===== src/rtl/kappa3_mem_pkg.sv =====
// Shared types and constants for the WB-phase memory bridge.
// Covers the FSM state encoding, the default timeout and the byte-enable patterns.
package kappa3_mem_pkg;

  typedef enum logic [1:0] {
    ST_IDLE = 2'b00,
    ST_REQ  = 2'b01,
    ST_DONE = 2'b10
  } state_t;

  localparam int         TIMEOUT_DEFAULT = 255;
  localparam logic [3:0] BE_WORD         = 4'b1111;
  localparam logic [3:0] BE_HALF_LO      = 4'b0011;
  localparam logic [3:0] BE_HALF_HI      = 4'b1100;

  function automatic logic is_onehot4(input logic [3:0] m);
    return (m == 4'b0001) || (m == 4'b0010) || (m == 4'b0100) || (m == 4'b1000);
  endfunction

endpackage


===== src/rtl/mem_lane_rep.sv =====
// Classifies a store's byte-lane mask and replicates right-aligned store data onto the lanes.
// Loads and unsupported masks fall back to a full-word access; bad_mask flags the latter.
module mem_lane_rep
  import kappa3_mem_pkg::*;
(
  input  logic        is_write,
  input  logic [3:0]  wrbits,
  input  logic [31:0] wrdata,
  output logic [31:0] wdata,
  output logic [3:0]  be,
  output logic        bad_mask
);

  always_comb begin
    wdata    = wrdata;
    be       = BE_WORD;
    bad_mask = 1'b0;
    if (is_write) begin
      if (is_onehot4(wrbits)) begin
        be    = wrbits;
        wdata = {4{wrdata[7:0]}};
      end else if ((wrbits == BE_HALF_LO) || (wrbits == BE_HALF_HI)) begin
        be    = wrbits;
        wdata = {2{wrdata[15:0]}};
      end else if (wrbits != BE_WORD) begin
        bad_mask = 1'b1;
      end
    end
  end

endmodule


===== src/rtl/mem_bridge.sv =====
// Runs one req/ack bus transaction per WB-phase load/store and stalls the core via busy.
// A REQ phase with no ack for TIMEOUT cycles aborts with a sticky error and a zero read word.
module mem_bridge
  import kappa3_mem_pkg::*;
#(
  parameter int TIMEOUT = TIMEOUT_DEFAULT
) (
  input  logic        clock,
  input  logic        reset,
  input  logic        mem_read,
  input  logic        mem_write,
  input  logic [3:0]  mem_wrbits,
  input  logic [31:0] addr,
  input  logic [31:0] wrdata,
  output logic [31:0] rddata,
  output logic        busy,
  output logic        err,
  output logic        bus_req,
  output logic        bus_we,
  output logic [31:0] bus_addr,
  output logic [3:0]  bus_be,
  output logic [31:0] bus_wdata,
  input  logic        bus_ack,
  input  logic [31:0] bus_rdata
);

  localparam logic [7:0] CNT_LAST = 8'(TIMEOUT - 1);

  state_t      r_state;
  state_t      w_state_next;
  logic [7:0]  r_cnt;
  logic        r_we;
  logic        r_err;
  logic [31:0] r_addr;
  logic [31:0] r_wdata;
  logic [31:0] r_rddata;
  logic [3:0]  r_be;

  logic        w_req_in;
  logic        w_timeout;
  logic [31:0] w_wdata;
  logic [3:0]  w_be;
  logic        w_bad_mask;
  logic        w_unused_addr;

  assign w_req_in      = mem_read | mem_write;
  assign w_timeout     = (r_cnt == CNT_LAST);
  assign w_unused_addr = ^addr[1:0];

  mem_lane_rep u_lane_rep (
    .is_write (mem_write),
    .wrbits   (mem_wrbits),
    .wrdata   (wrdata),
    .wdata    (w_wdata),
    .be       (w_be),
    .bad_mask (w_bad_mask)
  );

  always_ff @(posedge clock or negedge reset) begin
    if (!reset) r_state <= ST_IDLE;
    else        r_state <= w_state_next;
  end

  always_comb begin
    w_state_next = r_state;
    busy         = 1'b0;
    bus_req      = 1'b0;
    case (r_state)
      ST_IDLE: begin
        busy = w_req_in;
        if (w_req_in) w_state_next = ST_REQ;
      end
      ST_REQ: begin
        busy    = 1'b1;
        bus_req = 1'b1;
        if (bus_ack || w_timeout) w_state_next = ST_DONE;
      end
      ST_DONE: w_state_next = ST_IDLE;
      default: w_state_next = ST_IDLE;
    endcase
  end

  // Ack is tested before the timeout so an ack on the final allowed cycle completes cleanly.
  always_ff @(posedge clock or negedge reset) begin
    if (!reset) begin
      r_cnt    <= '0;
      r_we     <= 1'b0;
      r_err    <= 1'b0;
      r_addr   <= '0;
      r_wdata  <= '0;
      r_rddata <= '0;
      r_be     <= '0;
    end else begin
      case (r_state)
        ST_IDLE: begin
          if (w_req_in) begin
            r_we    <= mem_write;
            r_addr  <= {addr[31:2], 2'b00};
            r_be    <= w_be;
            r_wdata <= w_wdata;
            r_cnt   <= '0;
            if (w_bad_mask || (mem_read && mem_write)) r_err <= 1'b1;
          end
        end
        ST_REQ: begin
          if (bus_ack) begin
            if (!r_we) r_rddata <= bus_rdata;
          end else if (w_timeout) begin
            r_err    <= 1'b1;
            r_rddata <= '0;
          end else begin
            r_cnt <= r_cnt + 8'd1;
          end
        end
        default: ;
      endcase
    end
  end

  assign rddata    = r_rddata;
  assign err       = r_err;
  assign bus_we    = r_we;
  assign bus_addr  = r_addr;
  assign bus_be    = r_be;
  assign bus_wdata = r_wdata;

endmodule


===== config.mk =====
export PLATFORM = sky130hd
export DESIGN_NAME = mem_bridge
export DESIGN_NICKNAME = d
export VERILOG_FILES = /design/src/rtl/kappa3_mem_pkg.sv /design/src/rtl/mem_lane_rep.sv /design/src/rtl/mem_bridge.sv
export SDC_FILE = /design/constraint.sdc
export NUM_CORES = 1
export LEC_CHECK = 0
export ABC_AREA = 1
export BUFFER_PORTS_ARGS = -buffer_cell sky130_fd_sc_hd__buf_2
export CAP_MARGIN = 20
export CORE_ASPECT_RATIO = 2
export CORE_MARGIN = 2
export CORE_UTILIZATION = 53
export DETAILED_ROUTE_END_ITERATION = 6
export PLACE_DENSITY = 0.95
export SYNTH_ARGS = -nofsm -noshare
export SYNTH_HDL_FRONTEND = slang
export SYNTH_HIERARCHICAL = 1
export SYNTH_SLANG_ARGS = --single-unit

===== constraint.sdc =====
create_clock -name clock -period 4.5 [get_ports clock]
set_clock_uncertainty 0.05 [all_clocks]
set_input_delay 0.9 -clock clock [delete_from_list [all_inputs] [get_ports clock]]
set_output_delay 0.9 -clock clock [all_outputs]
set_load 0.03 [all_outputs]

==> Word level (Yosys, flattened, before mapping) <==
Index checks and enable logic that the tools add are counted.
Widths: inputs -> output; s select.
{ "word_totals": {"regBits": 110, "inputBits": 105, "output_inout_bits": 104, "wordCells": 68} }
{ "classes": {"n_addsub": 1, "n_eq_ne": 16, "muxes": 27, "bitwise": 1, "reduce_logical": 15} }
{ "op_table": {"columns": ["operator", "n"], "rows": [
  ["$mux 32", 6],
  ["$mux 8", 3],
  ["$pmux 8 s2", 1],
  ["$ne 2x2->1 const B", 7],
  ["$mux 4", 3],
  ["$mux 1", 9],
  ["$add 8x1->8 const B", 1],
  ["$eq 4x2->1 const B", 2],
  ["$eq 4x4->1 const B", 2],
  ["$eq 8x8->1 const B", 1],
  ["$logic_or 1x1->1", 6],
  ["$reduce_and 5->1", 1],
  ["$eq 4x1->1 const B", 1],
  ["$eq 4x3->1 const B", 1],
  ["$mux 2", 2],
  ["$ne 4x4->1 const B", 1],
  ["$pmux 1 s2", 2],
  ["$pmux 2 s2", 1],
  ["$reduce_and 2->1", 2],
  ["$reduce_and 4->1", 1],
  ["$reduce_bool 2->1", 2],
  ["$reduce_and 3->1", 1],
  ["$eq 2x1->1 const B", 1],
  ["$logic_not 2->1", 1],
  ["other kinds (2)", 2]
]} }

==> Longest topological paths before layout <==
Gate-level depths: netlist of run 1.
{ "depth": {"word_depth": 10, "mapped_depth": 10, "depth_no_buf": 9} }

==> Hierarchy <==
Netlist of run 1, hierarchy kept.
{ "modules_own_cells": {"columns": ["module", "instances", "cells_each", "area_per_inst_um2", "seq_area_each_um2"], "rows": [
  ["mem_bridge", 1, 385, 4528.1, 2752.6],
  ["mem_lane_rep", 1, 151, 715.7, 0.0]
]} }

==> Worst setup path after synthesis of run 1 <==
Ideal clock, no wire load.
{ "synth_path": {"kind": "in2out", "from": "in mem_write", "to": "out busy", "arrival_time_ns": 1.217, "required_ns": 3.550, "setup_slack_ns": 2.333, "cell_stages": 4, "n_path_buf": 0, "path_cell_list": "nor2_1 > nand2_1 > nand2_1 > inv_1"} }
{ "synth_via": {"elab_chain_cells": 2} }
{ "synth_rtl": {"columns": ["item", "line", "text"], "rows": [
  ["start: declaration", "mem_bridge.sv:11", "input logic mem_write,"],
  ["$or 1x1->1", "mem_bridge.sv:46", "assign w_req_in = mem_read | mem_write;"],
  ["$pmux 1 s2", "mem_bridge.sv:68", "case (r_state)"],
  ["end: declaration", "mem_bridge.sv:16", "output logic busy,"]
]} }
Every way passes these cells.

==> Worst setup path in the final report of run 1 <==
Ends and elaborated chain as after synthesis.

==> results of run 1 <==
==> metal layers <==
| layer | GRT usage, % | up-vias | part of all wire, % |
|---|---|---|---|
| met3 | 5.33 | 27 | 6.7 |
| met1 | 25.7 | 2163 | 35 |
| met4 | 10.2 | 0 | 2.4 |
| li1 | - | 2106 | - |
| met5 | 0 | - | 0 |
| met2 | 45.8 | 195 | 56 |
==> worst max-delay path: cells and delay by family <==
| family | cells | cell delay, ns |
|---|---|---|
| buffers and inverters | 3 | 0.67 |
| and+or+nand+nor | 3 | 0.24 |
==> cells in the final DEF (no fill, tap or decap) <==
master	instances
a211oi_1	1
a21oi_1	1
a31oi_1	4
buf_12	1
buf_2	203
buf_4	3
clkbuf_1	1
clkbuf_16	9
clkinv_2	1
clkinv_4	1
clkinv_8	1
conb_1	2
dfrtp_1	110
ha_1	2
inv_1	37
inv_2	4
inv_6	3
mux2_1	8
mux2_2	58
nand2_1	158
nand2_2	7
nand2_4	2
nand3_1	27
nand3_2	4
nand4_1	33
nor2_1	21
nor2_2	3
nor2_4	1
o21ai_0	6
o21ai_1	2
o21ai_2	5
o21ai_4	1
o21bai_1	3
or2_2	1
==> cell families (layout without fill, tap and decap cells) <==
family	Yosys count	after routing
AO/OA/AOI/OAI	23	23
adder cells (fa/ha/maj)	2	2
buffers and inverters	77	264
flip-flops	110	110
multiplexers	66	66
other	1	2
AND/OR/NAND/NOR	257	257
==> stage by stage <==
step	worst slack, ns	cell area, um2	std cells	power, mW	hold slack (ns)
detailed placement	1.74	6220	840	4.19	0.404
finish	1.73	6510	856	4.94	0.420
floorplan	2.33	5250	537	3.49	0.425
global route	1.64	6510	856	5.24	0.443
CTS	1.73	6510	856	4.97	0.422
global placement	1.76	6220	840	4.09	0.399
==> flip-flops by register name, indices dropped and copies added, names as in the netlist <==
signal     count
bus_addr      30
r_cnt          8
err            1
bus_wdata     32
rddata        32
bus_be         4
r_state        2
bus_we         1
==> area by class of cell <==
type	instances	share of cell area, %
Tap cell	132	2.54
Inverter	41	2.36
Clock buffer	10	3.52
Clock inverter	6	0.865
Timing Repair Buffer	207	16.3
Multi-Input combinational cell	350	32.1
Sequential cell	110	42.3
==> report_power, final <==
group          switching, mW  internal [mW]
sequential             0.260           1.45
combinational           1.68          0.788
clock                  0.370          0.387
==> worst max-delay path by stage <==
stage	endpoint	startpoint	cells after the start	slack (ns)
2_1_floorplan	busy	mem_write	4	2.33
3_3_place_gp	busy	mem_write	6	1.76
3_5_place_dp	busy	mem_write	6	1.74
4_1_cts	busy	mem_write	6	1.73
5_1_grt	busy	mem_write	6	1.64
6_report	busy	mem_write	6	1.73
==> flow_metrics.py, run 1 <==
metrics = {
    "status": {
        "outcome": "finished clean",
    },
    "finish": {
        "multi_input_area_um2": 2090,
        "utilization_pct": 67.1,
        "syn_to_final_growth_pct": 24.1,
        "finalNetCount": 826,
        "n_fill_cell": 734,
        "layout-drive-gt1-share_pct": 42.5,
        "antenna_cells": 0,
        "seq_area_um2": 2750,
    },
    "floorplanning": {
        "fp.dieArea_um2": 10800,
        "core-area_um2": 9700,
        "die_x_um": 74.3,
        "num_io_pins": 209,
        "die_h_um": 145,
        "start_util_pct": 54.1,
        "num_rows": 51,
    },
    "logic_synthesis": {
        "synth.most_common_cell": "nand2_1",
        "synth_compound_area_share_pct": 2.91,
        "synthXorXnorAreaFrac_pct": 0,
        "synthCells": 536,
        "ys.flop_type": "dfrtp_1",
        "ys_types": 29,
        "yosys.area_share.simple_pct": 22.0,
        "synthArstFlopShare_pct": 100,
        "yosysTopAreaCell": "dfrtp_1",
        "synth_seq_cells": 110,
        "synth-edff-count": 0,
        "synth_area_leaders": "dfrtp_1 52%, mux2_2 12%, nand2_1 11%, nand4_1 3.9%, inv_1 2.6%",
        "synth_mux_area_share_pct": 14.2,
        "synth-adder-area-share_pct": 0.477,
        "avgSynthCellArea_um2": 9.78,
        "ys_seq_area_share_pct": 52.5,
        "synth_commonest_cells": "158 x nand2_1, 110 x dfrtp_1, 58 x mux2_2",
        "synth_top_area_share_pct": 52.5,
        "syn_area_um2": 5240,
        "yosys_warnings": 6,
        "synth_top_family_by_area": "simple AND/OR/NAND/NOR gates",
    },
    "hold_path": {
        "hold_path.startpoint": "rddata[17]$_DFFE_PN0P_",
        "hold-path-cell-count": 2,
        "hold_path_class": "flip-flop to flip-flop",
        "min_to": "rddata[17]$_DFFE_PN0P_",
    },
    "sta": {
        "slew_violations": 0,
        "max_freq_mhz": 361,
        "maxSlewHeadroom_pct": 34.1,
        "setup_violations": 0,
        "timing.final.crit_share_pct": 61.5,
        "setup-tns-final_ns": 0,
        "fin_crit_ns": 2.77,
        "hold_violations": 0,
        "tightest_slew_ns": 0.989,
        "rsz0062_at_grt": "no",
    },
    "cts": {
        "cts-buffers-inserted": 9,
        "clkLatencyLatePin_ns": 0.34,
        "clockBufferDepth": 2,
        "cts_tree": "done",
        "postCtsSetupRepairBufs": 0,
        "cts-root-buf": "clkbuf_16",
        "hold_buffers": 0,
        "clk_pin_slew_ns": 0.08,
        "cts_resized": 0,
        "cts.sinks": 110,
        "cts.htree.levels": 3,
    },
    "global_route": {
        "overflow": 0,
        "grt_antenna_before_repair": 0,
        "grt_pass1_vias": 4319,
        "grt_max_degree": 82,
        "track_usage_pct": 24.6,
        "grt_pass1_wl_um": 20300,
    },
    "drt": {
        "ant_nets": 0,
        "drt_wl_total_um": 13300,
        "drc": 0,
        "firstDrtPassIters": 4,
        "vias": 4491,
        "first_iter_violations": 282,
        "wire_per_inst_um": 15.5,
        "viasPerCell": 5.25,
    },
    "critical_path": {
        "cpPeakStageDelay_ns": 0.43,
        "regToRegEndpoint": "rddata[21]$_DFFE_PN0P_",
        "r2r-start": "r_state[1]$_DFFE_PN0P_",
        "cp-end-kind": "output pin",
        "crit_required_ns": 3.55,
        "cp_cell_sequence": "buf_2 > nor2_1 > nand2_1 > nand2_1 > inv_1 > buf_2",
        "start_kind": "primary input",
        "worstSetupPathType": "primary input to output pin",
        "r2r_setup_slack_ns": 2.57,
        "crit_fanout": 23,
        "cpMaxStageDelayCell": "buf_2",
        "worstPathArrival_ns": 1.82,
        "worstRegToRegCells": 8,
    },
    "job": {
        "drv_cap": 0,
    },
    "placement": {
        "dp_hpwl_um": 9740,
        "gp_congestion": 0.899,
        "numPortBuffers": 204,
    },
    "power": {
        "leakage_nw": 3.47,
        "power.density_nw_per_um2": 758,
        "peakVddDrop_mv": 0.483,
    },
}
(Power assumes the default switching activity.)
==> run 2: changes to the inputs <==
--- a/config.mk
+++ b/config.mk
@@ -5,14 +5,14 @@
 export SDC_FILE = /design/constraint.sdc
 export NUM_CORES = 1
 export LEC_CHECK = 0
-export ABC_AREA = 1
+export ABC_AREA = 0
 export BUFFER_PORTS_ARGS = -buffer_cell sky130_fd_sc_hd__buf_2
 export CAP_MARGIN = 20
 export CORE_ASPECT_RATIO = 2
 export CORE_MARGIN = 2
-export CORE_UTILIZATION = 53
+export CORE_UTILIZATION = 44
 export DETAILED_ROUTE_END_ITERATION = 6
-export PLACE_DENSITY = 0.95
+export PLACE_DENSITY = 0.88
 export SYNTH_ARGS = -nofsm -noshare
 export SYNTH_HDL_FRONTEND = slang
 export SYNTH_HIERARCHICAL = 1
==> constraint.sdc (replaced) <==
create_clock -name clock -period 2.2 [get_ports clock]
set_clock_uncertainty 0.05 [all_clocks]
set_input_delay 0.44 -clock clock [delete_from_list [all_inputs] [get_ports clock]]
set_output_delay 0.44 -clock clock [all_outputs]
set_load 0.03 [all_outputs]
==> run 2 against run 1 <==
- die area up 15%
- highest routed layer unchanged
- routed wire length down 3.6%
- critical endpoint unchanged
- worst setup slack worse by 1.6 ns
- flip-flop and latch count unchanged
- worst hold slack worse by 0.41 ns
==> flow_metrics.py, run 2 <==
metrics = {
    "status": {
        "outcome": "finished clean",
    },
    "sta": {
        "setup-tns-final_ns": 0,
        "fin_crit_ns": 2.11,
        "setup_violations": 0,
        "hold_violations": 0,
        "slew_violations": 0,
        "maxSlewHeadroom_pct": 65.5,
        "tightest_slew_ns": 0.518,
        "whs_ns": 0.00961,
        "setup_ws_ns": 0.0896,
        "max_freq_mhz": 474,
        "timing.final.crit_share_pct": 95.9,
        "rsz0062_at_grt": "no",
    },
    "finish": {
        "instances_no_fill": 855,
        "finalNetCount": 816,
        "final_common_cell": "nand2_1",
        "syn_to_final_growth_pct": 28.4,
        "final_cell_mix": "206 x nand2_1, 203 x buf_2, 110 x dfrtp_1",
        "layout-drive-gt1-share_pct": 37.3,
        "antenna_cells": 0,
    },
    "logic_synthesis": {
        "ys_types": 52,
        "syn_area_um2": 5020,
        "avgSynthCellArea_um2": 9.73,
        "yosysTopAreaCell": "dfrtp_1",
        "synth_commonest_cells": "206 x nand2_1, 110 x dfrtp_1, 33 x a22o_1",
        "synth_area_leaders": "dfrtp_1 55%, nand2_1 15%, a22o_1 5.8%, mux2_4 2.1%, buf_4 1.6%",
        "synthArstFlopShare_pct": 100,
        "synth-edff-count": 0,
        "yosys_warnings": 6,
        "ys.flop_type": "dfrtp_1",
        "synth_top_area_share_pct": 54.8,
        "synth_seq_cells": 110,
        "synthCells": 516,
        "synth.most_common_cell": "nand2_1",
        "ys_seq_area_share_pct": 54.8,
    },
    "drt": {
        "drc": 0,
        "firstDrtPassIters": 4,
        "wire_per_inst_um": 15.0,
        "drt_wl_total_um": 12800,
        "ant_nets": 0,
        "first_iter_violations": 196,
        "wl_met3_um": 791,
        "viasPerCell": 4.99,
        "maxUsedRoutingLayer": "met4",
        "vias": 4266,
        "route.met2.wl_um": 7130,
        "wl_met1_um": 4620,
    },
    "cts": {
        "clkLatencyLatePin_ns": 0.34,
        "cts_tree": "done",
        "cts-root-buf": "clkbuf_16",
        "cts.htree.levels": 3,
        "clk_pin_slew_ns": 0.07,
        "cts-buffers-inserted": 9,
        "cts.sinks": 110,
        "postCtsSetupRepairBufs": 0,
        "clockBufferDepth": 2,
    },
    "global_route": {
        "overflow": 0,
        "grt_pass1_wl_um": 20400,
        "track_usage_pct": 21.0,
        "grt_pass1_vias": 4311,
        "grt_max_degree": 59,
        "grt_antenna_before_repair": 0,
    },
    "floorplanning": {
        "num_io_pins": 209,
        "num_rows": 55,
        "start_util_pct": 44.7,
        "core-area_um2": 11200,
        "fp.dieArea_um2": 12300,
        "die_h_um": 155,
        "die_x_um": 79.5,
    },
    "critical_path": {
        "cp_num_buf_inv": 2,
        "worstRegToRegCells": 7,
        "path_delay_family": "simple AND/OR/NAND/NOR gates",
        "worstPathArrival_ns": 1.62,
        "crit_fanout": 7,
        "cp-end-kind": "output pin",
        "start_kind": "flip-flop",
        "crit_required_ns": 1.71,
        "cpPeakStageDelay_ns": 0.47,
        "path_depth": 4,
        "cp_cell_sequence": "nor3_2 > or2_1 > inv_1 > buf_2",
        "worstSetupPathType": "flip-flop to output pin",
        "cpMaxStageDelayCell": "dfrtp_1",
    },
    "job": {
        "drv_cap": 0,
    },
    "placement": {
        "dp_slack_ns": 0.114,
        "dp.cells": 840,
        "dp_hpwl_um": 9880,
        "numPortBuffers": 204,
        "gp_congestion": 0.775,
    },
    "power": {
        "total_power_mw": 9.45,
        "power.density_nw_per_um2": 1470,
        "peakVddDrop_mv": 0.675,
        "leakage_nw": 3.55,
    },
    "hold_path": {
        "hold_path_class": "primary input to asynchronous set/reset pin",
    },
}
## run 2: what timing repair did
action	in CTS	in global routing
hold buffers	0	0
endpoints found under the setup margin	1	0
gates resized for setup	1	0
## run 2: cell families (layout without fill, tap and decap cells)
logic type	count (synthesis)	after routing	synth area share, %
muxes	17	17	4.19
AOI/OAI and AO/OA	70	70	11.1
other	1	2	0.0747
xor gates and xnor gates	6	6	1.35
buffers and inverters	55	251	6.11
adders and majority gates	2	2	0.499
DFF	110	110	54.8
and+or+nand+nor	255	255	21.8
## run 2: report_power, final
group	switching, mW	internal (mW)
logic	3.15	1.34
registers	0.499	2.92
clock network	0.725	0.805
total	4.38	5.07
## run 2: layer usage
layer	vias up	track usage, %
met4	0	8.21
met1	1999	22.0
met3	17	3.48
met5	-	0
li1	2086	-
met2	164	40.3
## run 2: per-stage QoR
step                area [um2]  utilization [%]
detailed placement        6160             54.9
finish                    6440             57.5
global route              6440             57.5
CTS                       6440             57.5
global placement          6160             54.9
floorplan                 5020                -
## run 2: final timing paths
path | start | to | slack (ns)
hold reg to reg | bus_wdata[18]$_DFFE_PN0P_ | bus_wdata[18]$_DFFE_PN0P_ | 0.42
setup / recovery | r_state[0]$_DFFE_PN0P_ | busy | 0.09
min in group clock | addr[8] | bus_addr[8]$_DFFE_PN0P_ | 0.24
setup reg to reg | r_cnt[0]$_DFFE_PN0P_ | r_cnt[3]$_DFFE_PN0P_ | 0.29
hold / removal | reset | rddata[1]$_DFFE_PN0P_ | 0.01
max in group asynchronous | reset | r_cnt[6]$_DFFE_PN0P_ | 1.45
## run 2: cell type report
| class | instances | area (um2) |
|---|---|---|
| Clock buffer | 10 | 239 |
| Clock inverter | 5 | 43.8 |
| Fill cell | 991 | 4770 |
| Inverter | 13 | 48.8 |
| Multi-Input combinational cell | 352 | 1980 |
| Sequential cell | 110 | 2750 |
| Tap cell | 142 | 178 |
| Timing Repair Buffer | 223 | 1200 |
